**config.mk**
```make
export PLATFORM = sky130hd
export DESIGN_NAME = inst_prefetch_flat
export DESIGN_NICKNAME = d
export VERILOG_FILES = /design/src/rtl/akarin_pkg.sv /design/src/rtl/inst_prefetch_if.sv /design/src/rtl/fetch_fifo.sv /design/src/rtl/inst_prefetch.sv /design/src/flat_wrapper.sv
export SDC_FILE = /design/constraint.sdc
export NUM_CORES = 1
export LEC_CHECK = 0
export CAP_MARGIN = 10
export CORE_MARGIN = 2
export CORE_UTILIZATION = 45
export CTS_CLUSTER_SIZE = 24
export DETAILED_ROUTE_END_ITERATION = 7
export PLACE_DENSITY = 0.7
export SETUP_SLACK_MARGIN = 0.4
export SLEW_MARGIN = 10
export SYNTH_ARGS = -nofsm -noshare
export SYNTH_HDL_FRONTEND = slang
export SYNTH_HIERARCHICAL = 1
export SYNTH_SLANG_ARGS = --single-unit
```
**constraint.sdc**
```tcl
create_clock -name clk -period 5.25 [get_ports clk]
set_input_delay 0.525 -clock clk [delete_from_list [all_inputs] [get_ports clk]]
set_output_delay 0.525 -clock clk [all_outputs]
set_load 0.01 [all_outputs]
```
**src/rtl/akarin_pkg.sv**
```systemverilog
// akarin_pkg: widths and the fetch packet shared by fetch and decode
package akarin_pkg;
  localparam int PC_W = 30;
  localparam int INST_W = 32;
  typedef struct packed {
    logic [PC_W-1:0] pc;
    logic [INST_W-1:0] inst;
    logic valid;
  } packet_t;
endpackage

```
**src/rtl/inst_prefetch_if.sv**
```systemverilog
// inst_prefetch_if: instruction-memory read bus between prefetcher (master) and memory (slave)
// addr_o/read_o/write_o/byteSel_o/dataD_o: request from prefetcher
// dataQ_i/ready_i: in-order response data and strobe from memory
interface inst_prefetch_if
  import akarin_pkg::*;
();
  logic [PC_W-1:0] addr_o;
  logic read_o;
  logic write_o;
  logic [3:0] byteSel_o;
  logic [INST_W-1:0] dataD_o;
  logic [INST_W-1:0] dataQ_i;
  logic ready_i;
  modport master (output addr_o, read_o, write_o, byteSel_o, dataD_o, input dataQ_i, ready_i);
  modport slave (input addr_o, read_o, write_o, byteSel_o, dataD_o, output dataQ_i, ready_i);
endinterface

```
**src/rtl/fetch_fifo.sv**
```systemverilog
// fetch_fifo: fetch packet queue feeding decode
// clk/rst: clock, async active-low reset
// push/din: enqueue a packet; pop: dequeue the head; flush: empty the queue
// head: oldest packet, valid set while not empty; count: occupancy 0..DEPTH
module fetch_fifo
  import akarin_pkg::*;
#(
  parameter int DEPTH = 4,
  localparam int AW = $clog2(DEPTH),
  localparam int CW = AW + 1
) (
  input  logic clk,
  input  logic rst,
  input  logic push,
  input  packet_t din,
  input  logic pop,
  input  logic flush,
  output packet_t head,
  output logic [CW-1:0] count
);
  packet_t mem [DEPTH];
  logic [AW-1:0] rd, wr;
  always_ff @(posedge clk or negedge rst)
    if (!rst) begin
      rd <= '0;
      wr <= '0;
      count <= '0;
    end else if (flush) begin
      rd <= '0;
      wr <= '0;
      count <= '0;
    end else begin
      if (push) wr <= wr + 1'b1;
      if (pop) rd <= rd + 1'b1;
      count <= count + CW'(push) - CW'(pop);
    end
  always_ff @(posedge clk)
    if (push && !flush) mem[wr] <= din;
  assign head = '{pc: mem[rd].pc, inst: mem[rd].inst, valid: count != '0};
  // The issue credit keeps count+inflight within DEPTH, so a full queue never sees a push
  a_no_push_full: assert property (@(posedge clk) disable iff (!rst) !(push && count == CW'(DEPTH)));
endmodule

```
**src/rtl/inst_prefetch.sv**
```systemverilog
// inst_prefetch: credit-based instruction prefetcher with redirect flush and in-order response tagging
// clk/rst: clock, async active-low reset
// redirect_i/redirect_pc_i: flush and restart fetch at a new word address
// stall_i: decode cannot accept; valid_o/pc_o/inst_o: fetch packet to decode
// stop_o: queue empty while a live read is pending
// mem: memory read bus (master side)
module inst_prefetch
  import akarin_pkg::*;
#(
  parameter int DEPTH = 4,
  parameter int MAX_OUT = 2,
  parameter logic [PC_W-1:0] RESET_PC = '0
) (
  input  logic clk,
  input  logic rst,
  input  logic redirect_i,
  input  logic [PC_W-1:0] redirect_pc_i,
  input  logic stall_i,
  output logic valid_o,
  output logic [PC_W-1:0] pc_o,
  output logic [INST_W-1:0] inst_o,
  output logic stop_o,
  inst_prefetch_if.master mem
);
  localparam int CW = $clog2(DEPTH) + 1;
  localparam int OW = CW + 1;
  localparam int IW = $clog2(MAX_OUT + 1);
  localparam int TW = MAX_OUT > 1 ? $clog2(MAX_OUT) : 1;
  logic [PC_W-1:0] fetch_pc;
  logic [IW-1:0] inflight, drop, live;
  logic [CW-1:0] count;
  logic [OW-1:0] occ;
  logic [PC_W-1:0] tags [MAX_OUT];
  logic [TW-1:0] tw, tr;
  logic issue, resp, push;
  packet_t head;
  function automatic logic [TW-1:0] wrap_inc(input logic [TW-1:0] p);
    return p == TW'(MAX_OUT - 1) ? '0 : p + 1'b1;
  endfunction
  assign live = inflight - drop;
  assign occ = OW'(count) + OW'(live);
  // rst gates issue so read_o is low while reset is held
  assign issue = rst && !redirect_i && inflight < IW'(MAX_OUT) && occ < OW'(DEPTH);
  // A strobe with nothing outstanding is a stale pre-reset response and is ignored
  assign resp = mem.ready_i && inflight != '0;
  assign push = resp && drop == '0 && !redirect_i;
  assign stop_o = count == '0 && live != '0 && !redirect_i;
  assign mem.addr_o = fetch_pc;
  assign mem.read_o = issue;
  assign mem.write_o = 1'b0;
  assign mem.byteSel_o = 4'b1111;
  assign mem.dataD_o = '0;
  assign valid_o = head.valid;
  assign pc_o = head.pc;
  assign inst_o = head.inst;
  // Tags advance on every response, dropped or not, so they stay aligned with inflight
  always_ff @(posedge clk or negedge rst)
    if (!rst) begin
      fetch_pc <= RESET_PC;
      inflight <= '0;
      drop <= '0;
      tw <= '0;
      tr <= '0;
    end else begin
      fetch_pc <= redirect_i ? redirect_pc_i : fetch_pc + PC_W'(issue);
      inflight <= inflight + IW'(issue) - IW'(resp);
      drop <= redirect_i ? inflight - IW'(resp) : drop - IW'(resp && drop != '0);
      if (issue) tw <= wrap_inc(tw);
      if (resp) tr <= wrap_inc(tr);
    end
  always_ff @(posedge clk)
    if (issue) tags[tw] <= fetch_pc;
  fetch_fifo #(.DEPTH(DEPTH)) u_fifo (
    .clk(clk),
    .rst(rst),
    .push(push),
    .din('{pc: tags[tr], inst: mem.dataQ_i, valid: 1'b1}),
    .pop(valid_o && !stall_i),
    .flush(redirect_i),
    .head(head),
    .count(count)
  );
endmodule

```
**src/flat_wrapper.sv**
```systemverilog
// flat-port wrapper written by rule: the top's interface ports become plain ports
module inst_prefetch_flat import akarin_pkg::*;
#(
  parameter int DEPTH = 4,
  parameter int MAX_OUT = 2,
  parameter logic [PC_W-1:0] RESET_PC = '0
)
  (clk, rst, redirect_i, redirect_pc_i, stall_i, valid_o, pc_o, inst_o, stop_o, mem_addr_o, mem_read_o, mem_write_o, mem_byteSel_o, mem_dataD_o, mem_dataQ_i, mem_ready_i);
  inst_prefetch_if mem_i ();
  input  logic clk;
  input  logic rst;
  input  logic redirect_i;
  input  logic [PC_W-1:0] redirect_pc_i;
  input  logic stall_i;
  output logic valid_o;
  output logic [PC_W-1:0] pc_o;
  output logic [INST_W-1:0] inst_o;
  output logic stop_o;
  output wire logic [$bits(mem_i.addr_o)-1:0] mem_addr_o;
  output wire logic [$bits(mem_i.read_o)-1:0] mem_read_o;
  output wire logic [$bits(mem_i.write_o)-1:0] mem_write_o;
  output wire logic [$bits(mem_i.byteSel_o)-1:0] mem_byteSel_o;
  output wire logic [$bits(mem_i.dataD_o)-1:0] mem_dataD_o;
  input wire logic [$bits(mem_i.dataQ_i)-1:0] mem_dataQ_i;
  input wire logic [$bits(mem_i.ready_i)-1:0] mem_ready_i;
  assign mem_addr_o = mem_i.addr_o;
  assign mem_read_o = mem_i.read_o;
  assign mem_write_o = mem_i.write_o;
  assign mem_byteSel_o = mem_i.byteSel_o;
  assign mem_dataD_o = mem_i.dataD_o;
  assign mem_i.dataQ_i = mem_dataQ_i;
  assign mem_i.ready_i = mem_ready_i;
  inst_prefetch #(.DEPTH(DEPTH), .MAX_OUT(MAX_OUT), .RESET_PC(RESET_PC)) u_core (.clk(clk), .rst(rst), .redirect_i(redirect_i), .redirect_pc_i(redirect_pc_i), .stall_i(stall_i), .valid_o(valid_o), .pc_o(pc_o), .inst_o(inst_o), .stop_o(stop_o), .mem(mem_i));
endmodule
```
---- Word-level counts from Yosys, hierarchy flattened ----
Memory sizes are Yosys's and may differ from the RTL's.
Cells that the tools add are included.
storage, ports and cells
  logic and storage cells ................. 59
  bits in writable memories ............... 308
  input port bits ......................... 67
  output and inout port bits .............. 132
  memories ................................ 2
  register bits after elaboration ......... 43
cells by class
  order comparisons ....................... 2
  reductions and logical operators ........ 21
  add/subtract/negate cells ............... 13
  muxes and demuxes ....................... 13
memory list
  memory             depth  width  rd ports  clocked after memory_dff  wr ports  RTL line             text
  u_core.u_fifo.mem  4      62     1         0                         1         fetch_fifo.sv:21     packet_t mem [DEPTH];
  u_core.tags        2      30     1         0                         1         inst_prefetch.sv:33  logic [PC_W-1:0] tags [MAX_OUT];
operators with widths
  kind                                                        count
  adder 30 x 1 -> 30 bit                                      1
  2-to-1 mux 30 bit                                           1
  logical AND 1 bit                                           11
  2-to-1 mux 2 bit                                            5
  nonzero test 2 bit                                          5
  2-to-1 mux 1 bit                                            6
  subtractor 2 x 1 -> 2 bit                                   3
  adder 2 x 1 -> 2 bit, second input constant                 2
  adder 3 x 2 -> 4 bit                                        1
  less-than comparator 4 x 3 -> 1 bit, second input constant  1
  adder 3 x 1 -> 3 bit                                        1
  logical NOT 3 bit                                           1
  2-to-1 mux 3 bit                                            1
  nonzero test 3 bit                                          1
  subtractor 3 x 1 -> 3 bit                                   1
  adder 1 bit, second input constant                          2
  adder 2 x 1 -> 2 bit                                        1
  logical NOT 1 bit                                           2
  logical NOT 2 bit                                           1
  less-than comparator 2 bit, second input constant           1
  subtractor 2 bit                                            1

---- Depth between registers and ports, before layout ----
Gate-level depths: netlist of run 1.
  depth in word-level cells ............... 7
  gate-level depth with buffers ........... 14
  gate-level depth less buffers ........... 13

---- Modules after synthesis ----
Netlist of run 1, hierarchy kept.
modules (own cells, without submodules)
  module         area an instance (µm²)  cells an instance  instances  seq. area each (µm²)
  fetch_fifo     9377.7                  362                1          7622.3
  inst_prefetch  4603.2                  372                1          2702.6

---- Worst setup path before layout of run 1 ----
OpenSTA, ideal clock, no wires.
  path kind ............................... input-to-reg
  from .................................... in redirect_i
  to ...................................... mem u_core/u_fifo/mem[0][10] (netlist bit) (enable)
  slack ................................... 1587 ps
  data arrival time ....................... 3236 ps
  path buffers ............................ 2
  cell stages on the path ................. 5
  data required time ...................... 4823 ps
  path through ............................ buf_1 -> buf_1 -> nor4_1 -> nor2b_1 -> and2_1
between the ends
  word-level cells in the longest chain between the ends .. 5
ends and longest elaborated chain
  element                                 RTL line             text
  start: declaration                      flat_wrapper.sv:12   input logic redirect_i;
  logical NOT 1 bit                       inst_prefetch.sv:46  assign push = resp && drop == '0 && !redirect_i;
  logical AND 1 bit                       inst_prefetch.sv:46
  net u_core.push                         inst_prefetch.sv:35  logic issue, resp, push;
  logical AND 1 bit                       fetch_fifo.sv:38     if (push && !flush) mem[wr] <= din;
  2-to-1 mux 1 bit                        fetch_fifo.sv:38
  2-to-1 mux 1 bit (implied by the code)  fetch_fifo.sv:38
  end: declaration                        fetch_fifo.sv:21
The timed path passes the listed nets, and every way through them passes these cells.

---- Final worst setup path of run 1 ----
  from .................................... reg u_core.u_fifo.rd[0]
  to ...................................... out inst_o[7]
between the ends
  word-level cells in the longest chain between the ends .. 1
ends and longest elaborated chain
  element                   RTL line            text
  start: declaration        fetch_fifo.sv:22    logic [AW-1:0] rd, wr;
  start signal: assignment  fetch_fifo.sv:34    if (pop) rd <= rd + 1'b1;
  memory (4 x 62 bit)       -
  end: declaration          flat_wrapper.sv:17  output logic [INST_W-1:0] inst_o;
No other way between the ends.

==> summary.md, run 1 <==
| Metric | Value |
|---|---|
| Final Hold Viols | 0 |
| Vias | 7087 |
| Core Box Area | 30590 sq um |
| Final WL | 27320 um |
| Most common cell after layout, fill and taps aside | edfxtp_1 |
| First-pass GRT wire length | 42000 um |
| Status | complete, no violations |
| Initial drt markers | 493 |
| Clock Tree Root | clkbuf_16 |
| CP peak stage delay | 1.11 ns |
| Initial antenna violation count | 0 |
| Sequential Area | 10330 sq um |
| Sink Count | 351 |
| Net total in the final layout | 989 |
| Leak Pwr | 5.573 nW |
| Endpoints failing setup | 0 |
| RD Place Congestion | 0.7830 |
| CP Max Fanout | 51 |
| Worst slew pin tran | 1.069 ns |
| Switching power share of the total | 25.40% |
| I/O pins | 199 |
| Largest net degree at the start of global routing | 65 |
| CTS buffer count | 36 |
| GR Overflow Total | 0 |
| WS Path Type | register to output pin |
| Die width | 180.3 um |
| H-tree Lvls | 2 |
| HPWL Detailed | 16560 um |
| Post-synth top area share | 66.15% |
| Delay-heaviest family, CP | flip-flops |
| Slew Viols, Final | 0 |
| Routed Antenna Nets | 0 |
| Clk slew on worst S/H paths | 0.06 ns |
| Crit. End Element | output pin |
| Final Cycle Share | 70.72% |
| Synth top area cells | edfxtp_1 66%, mux4_2 10%, dfrtp_1 7.7% |
| Synth area leader | edfxtp_1 |
| Power share of the sequential group | 47.5% |
| Clk buf depth | 3 |
| Crit start category | register |
| RSZ-0062 raised after global routing | no |
| HP Class | input pin to async pin |
| Most frequent cells in the layout | 308 x edfxtp_1, 160 x clkdlybuf4s50_1, 62 x mux4_2, 41 x dfrtp_1 |
| Number of port buffers | 161 |
| Fin Setup TNS | 0 ns |
| Sequential-to-total area share from yosys stat | 73.85% |
| Fillers | 2363 |
| ANT cells | 0 |
| Netlist Area Pre-Place | 13980 sq um |
| FP Rows | 64 |
| FMAX | 269.3 MHz |
| CTS tree | done |
| Die Area | 32500 sq um |
| Worst Path Arrival | 3.19 ns |
| All-Layer GR Usage | 16.75% |
| Routed len/inst | 20.54 um |
| Internal power | 5.585 mW |
| Resize count post-CTS | 0 |
| Rel. slew slack | 28.74% |
| Post-layout min period | 3.713 ns |
| Post-CTS Hold Fix Bufs | 0 |
| DR pass1 iterations | 5 |
| Via density | 5.329 |
| Mapped Cells | 734 |
| Critical Path, Cell by Cell | buf_4, mux4_2, clkdlybuf4s50_1 |
| Clock Latency Late Sink | 0.52 ns |
| Combined area of the multi-input logic cells | 3257 sq um |
| Clk pwr share | 31.8% |
| Worst VDD drop | 0.0002484 V |
| Slowest CP cell | dfrtp_4 |
| Chip Height | 180.3 um |
| Area grow syn2layout | 21.03% |
| Layout cells sized above 1 | 17.34% |
| Max-cap viol count | 0 |
| Post-CTS setup repair buffer count | 0 |
| Vias in the first global route | 7232 |
| Initial core utilization | 45.71% |
| Syn_area_per_cell | 19.05 sq um |
| Combinational power share | 20.6% |
| Library cells used by synthesis | 48 |
| CP required | 4.72 ns |
| Clk_skew | 0.02199 ns |
| Worst path buffer plus inverter count | 2 |
| Net Switching | 1.902 mW |
| Final core occ | 55.32% |
| Register bit total from synthesis | 351 |
| Yosys warns | 6 |
| Drc violations | 0 |
| PwrDens | 442.5 nW/um^2 |
-- sequential cells by signal, summed over array words and instances (netlist names) --
signal / cells
u_core/tags: 60
u_core/tr: 1
u_core/tw: 1
u_core/u_fifo/mem: 248
u_core/u_fifo/wr: 2
u_core/u_fifo/rd: 2
u_core/drop: 2
u_core/mem.addr_o: 30
u_core/u_fifo/count: 3
u_core/inflight: 2
-- stage by stage --
stage                     setup slack (ns)  hold slack, ns  cells  instance area [sq um]  power (mW)
after floorplan                      1.587          0.2294    769                  14110       4.495
after global placement               1.495          0.5073   1266                  15820       5.169
after detailed placement             1.375          0.5044   1266                  15820       5.188
after CTS                            1.431         0.09986   1330                  16920       7.589
after global routing                 1.321          0.1376   1330                  16920       7.819
final                                1.537          0.1033   1330                  16920       7.487
-- metal layers --
layer  up-vias  share of wire (%)  GRT usage, %
met5         -                  0             0
met4         0                1.5         3.903
met3        34                6.6         3.618
met2       273                 49         27.54
met1      3598                 43         23.09
li1       3182                  -             -
-- power by group through the flow --
stage	registers [mW]	clock network (mW)	logic [mW]
6_report	3.56	2.38	1.54
5_1_grt	3.60	2.55	1.67
4_1_cts	3.57	2.44	1.57
3_5_place_dp	3.63	0	1.56
3_3_place_gp	3.62	0	1.55
2_1_floorplan	3.43	0	1.06
-- cell type report --
cell class,instances,share of cell area (%)
Inverter,22,0.4880
Timing Repair Buffer,167,9.760
Clock inverter,17,0.8208
Tap cell,396,2.928
Clock buffer,47,5.694
Sequential cell,351,61.06
Multi-Input combinational cell,330,19.25
-- cell usage after synthesis, drive strengths merged --
master  count
edfxtp    308
mux4       62
buf        59
dfrtp      43
mux2       31
nor2       24
inv        22
nand2      22
o21ai      18
xnor2      15
a31oi      13
ha         13
nand3      12
nand4      11
or4        11
nor4        8
clkbuf      7
o31ai       7
or3         7
and2        6
xor2        5
nor3        4
nor2b       3
a211o       2
conb        2
mux2i       2
nand3b      2
o31a        2
a21bo       1
a21oi       1
a311o       1
a311oi      1
a31o        1
and4        1
fa          1
nand2b      1
nor4b       1
o211ai      1
o21a        1
or2         1
xnor3       1
-- worst reg2reg max path: stages, from the launching register on --
cell and delay, ns:
dfrtp_1 0.35, inv_1 0.06, ha_1 0.20, xnor2_1 0.19, xnor2_1 0.12, ha_1 0.19, nor4_1 0.20, nand3_1 0.20
inv_1 0.21, ha_1 0.21, nand2_1 0.21, or4_1 0.65, or4_1 0.46, a31oi_1 0.18
-- final timing paths --
check                                         start                     to  slack, ns  cells past startpoint
worst max-delay path            u_core/u_fifo/rd[0]              inst_o[7]       1.54                      3
worst min-delay path                            rst  u_core/mem.addr_o[15]       0.10                      2
worst max register to register   u_core/inflight[0]  u_core/mem.addr_o[27]       1.74                     13
worst min register to register            u_core/tw              u_core/tw       0.51                      1
max in group asynchronous                       rst    u_core/u_fifo/rd[1]       4.70                      2
min in group clk                          u_core/tw              u_core/tw       0.51                      1
-- cells by family after synthesis --
kind of cell    synth area share, %
buf+inv                       3.884
flops                         73.85
other cells                 0.05372
fa+ha+maj                     1.307
simple gates                  4.600
compound gates                2.264
xor+xnor                      1.414
mux                           12.63
Power figures use the tool's default switching activity.
==> inputs of run 2 (changes only) <==
==> constraint.sdc (replaced) <==
create_clock -name clk -period 3.5 [get_ports clk]
set_input_delay 0.35 -clock clk [delete_from_list [all_inputs] [get_ports clk]]
set_output_delay 0.35 -clock clk [all_outputs]
set_load 0.01 [all_outputs]
==> run 2 against run 1 <==
  * Combinational power is 70% higher
  * Clock skew is 0.0053 ns higher
  * Register-to-register slack worse by 1.4 ns
  * Via count is 2.1% higher
  * Sequential power is 46% higher
  * Total power is 60% higher
  * Critical path depth is 9 higher
  * Global-route usage is 0.29 points higher
  * Critical path type is now register to register
  * Largest cell class unchanged
  * Highest routed layer unchanged
==> summary.md, run 2 (synthesis results as in run 1) <==
| Metric | Value |
|---|---|
| Status | complete, no violations |
| Post-layout min period | 3.164 ns |
| Rel. slew slack | 39.05% |
| GR Overflow Total | 0 |
| Initial core utilization | 45.71% |
| Hold endpoint | u_core/mem.addr_o[10] |
| Biggest register | u_core/u_fifo/mem |
| Critical R2R Capture | u_core/mem.addr_o[21] |
| I/O pins | 199 |
| Drc violations | 0 |
| Routed len/inst | 20.33 um |
| Slowest CP cell | or4_4 |
| RD Place Congestion | 0.7789 |
| Clk pwr share | 34.8% |
| Layout cells sized above 1 | 21.64% |
| Chip Height | 180.3 um |
| Vias in the first global route | 7592 |
| Slew Viols, Final | 0 |
| Largest register FFs | 248 |
| Clk buf depth | 3 |
| Internal power | 9.067 mW |
| Worst VDD drop | 0.0003416 V |
| CTS buffer count | 37 |
| Fin Setup TNS | 0 ns |
| Net total in the final layout | 1015 |
| Min-delay src | redirect_pc_i[10] |
| Met2 Usage GRT | 28.05% |
| Final Hold Viols | 0 |
| Grt met1 use | 23.71% |
| Met3 usage in global routing | 3.456% |
| Clk slew on worst S/H paths | 0.06 ns |
| Largest net degree at the start of global routing | 63 |
| FMAX | 316.1 MHz |
| Area grow syn2layout | 25.50% |
| Final Cycle Share | 90.40% |
| Initial drt markers | 470 |
| Endpoints failing setup | 0 |
| CP required | 3.91 ns |
| CP Max Fanout | 7 |
| Via density | 5.332 |
| Max-cap viol count | 0 |
| Clock Latency Late Sink | 0.52 ns |
| FP Rows | 64 |
| Net Switching | 2.934 mW |
| R2r setup slk | 0.34 ns |
| Worst Path Arrival | 3.58 ns |
| Worst slew pin tran | 0.9133 ns |
| Combinational power share | 21.8% |
| All-Layer GR Usage | 17.04% |
| ANT cells | 0 |
| Hold Path Stages | 3 |
| Gr busiest metal | met2 |
| Die Area | 32500 sq um |
| Sink Count | 351 |
| DR pass1 iterations | 5 |
| Number of port buffers | 161 |
| HPWL Detailed | 17200 um |
| H-tree Lvls | 2 |
| Clock Tree Root | clkbuf_16 |
| Final WL | 27580 um |
| Initial antenna violation count | 0 |
| Crit. End Element | register |
| Vias | 7235 |
| Most common cell after layout, fill and taps aside | edfxtp_1 |
| Leak Pwr | 5.864 nW |
| Reg2Reg Depth | 12 |
| RSZ-0062 raised after global routing | yes |
| HP Class | input pin to register |
| CTS tree | done |
| R2r startpoint | u_core/drop[0] |
| First-pass GRT wire length | 43140 um |
| PwrDens | 684.0 nW/um^2 |
| Crit start category | register |
| Tot Pwr | 12.00 mW |
| Clk_skew | 0.02725 ns |
| Routed Antenna Nets | 0 |
| Switching power share of the total | 24.45% |
| Critical Path, Cell by Cell | ha_4, xnor2_4, xnor2_2, ha_2, nor4_4, nand3_2, inv_2, ha_4, nand2_8, or4_4, or4_1, a31oi_1 |
| Core Box Area | 30590 sq um |
| Die width | 180.3 um |
| Power share of the sequential group | 43.3% |
| Most frequent cells in the layout | 308 x edfxtp_1, 159 x clkdlybuf4s50_1, 62 x mux4_2, 41 x dfrtp_1, 39 x clkbuf_16 |
| Cell mode on critical path | ha_4 |
| CP peak stage delay | 0.55 ns |
| WS Path Type | register to register |
run 2: cell types whose count changed in the layout (fill, tap and decap cells not counted), sizes merged:
cell	change
bufinv	+5
buf	+23
clkbuf	+3
dlygate4sd3	+1
dlymetal6s2s	+1
clkdlybuf4s50	-1
clkinv	-5
run 2: power by group through the flow:
| stage | Sequential (mW) | Combinational (mW) | Clock, mW |
|---|---|---|---|
| after floorplan | 5.15 | 1.59 | 0 |
| after global placement | 5.26 | 2.51 | 0 |
| after detailed placement | 5.27 | 2.54 | 0 |
| after CTS | 5.19 | 2.57 | 4.28 |
| after global routing | 5.24 | 2.83 | 4.46 |
| final | 5.20 | 2.62 | 4.18 |
run 2: timing repair:
item,in CTS,in global routing
endpoints found under the hold margin,43,0
setup buffers,1,8
endpoints found under the setup margin,15,15
resized for setup,3,20
pin swaps,1,19
hold buffers,1,0
run 2: area by class of cell:
class | count | area, sq um
timing repair buffer | 192 | 1942
clock inverter | 17 | 267.8
clock buffer | 49 | 1064
inverter | 22 | 82.58
fill | 2285 | 13040
multi-input combinational | 330 | 3362
tap | 396 | 495.5
sequential | 351 | 10330
run 2: critical path, delay by kind of cell, from the launching register on:
kind            cells  cell delay, ns
simple gates        5            1.46
buf+inv             1            0.09
fa+ha+maj           3            0.57
compound gates      1            0.23
xor+xnor            2            0.29
flops               1            0.42
run 2: through the flow:
step           hold WS (ns)  std cells  cell area (sq um)  worst slack, ns  util, %
6_report             0.3756       1357              17550           0.3361    57.36
5_1_grt              0.3929       1357              17550           0.2173    57.36
4_1_cts              0.3773       1349              17390           0.4007    56.86
3_5_place_dp         0.4974       1281              16030          0.09571    52.41
3_3_place_gp         0.5051       1281              16030           0.2756    52.41
2_1_floorplan       0.05441        769              14120           0.4407        -
run 2: metal layers:
metal  part of all wire (%)  wire length [um]
met2                     49             13520
met3                    6.6              1817
met4                    1.3               355
met1                     43             11890
met5                      0                 0
run 2: worst max path at each step:
stage	start	end
2_1_floorplan	u_core/drop[0]	u_core/tags[0][0]
3_3_place_gp	u_core/drop[0]	u_core/mem.addr_o[21]
6_report	u_core/drop[0]	u_core/mem.addr_o[21]
4_1_cts	u_core/drop[0]	u_core/mem.addr_o[26]
5_1_grt	u_core/drop[0]	u_core/mem.addr_o[21]
3_5_place_dp	u_core/drop[0]	u_core/mem.addr_o[21]
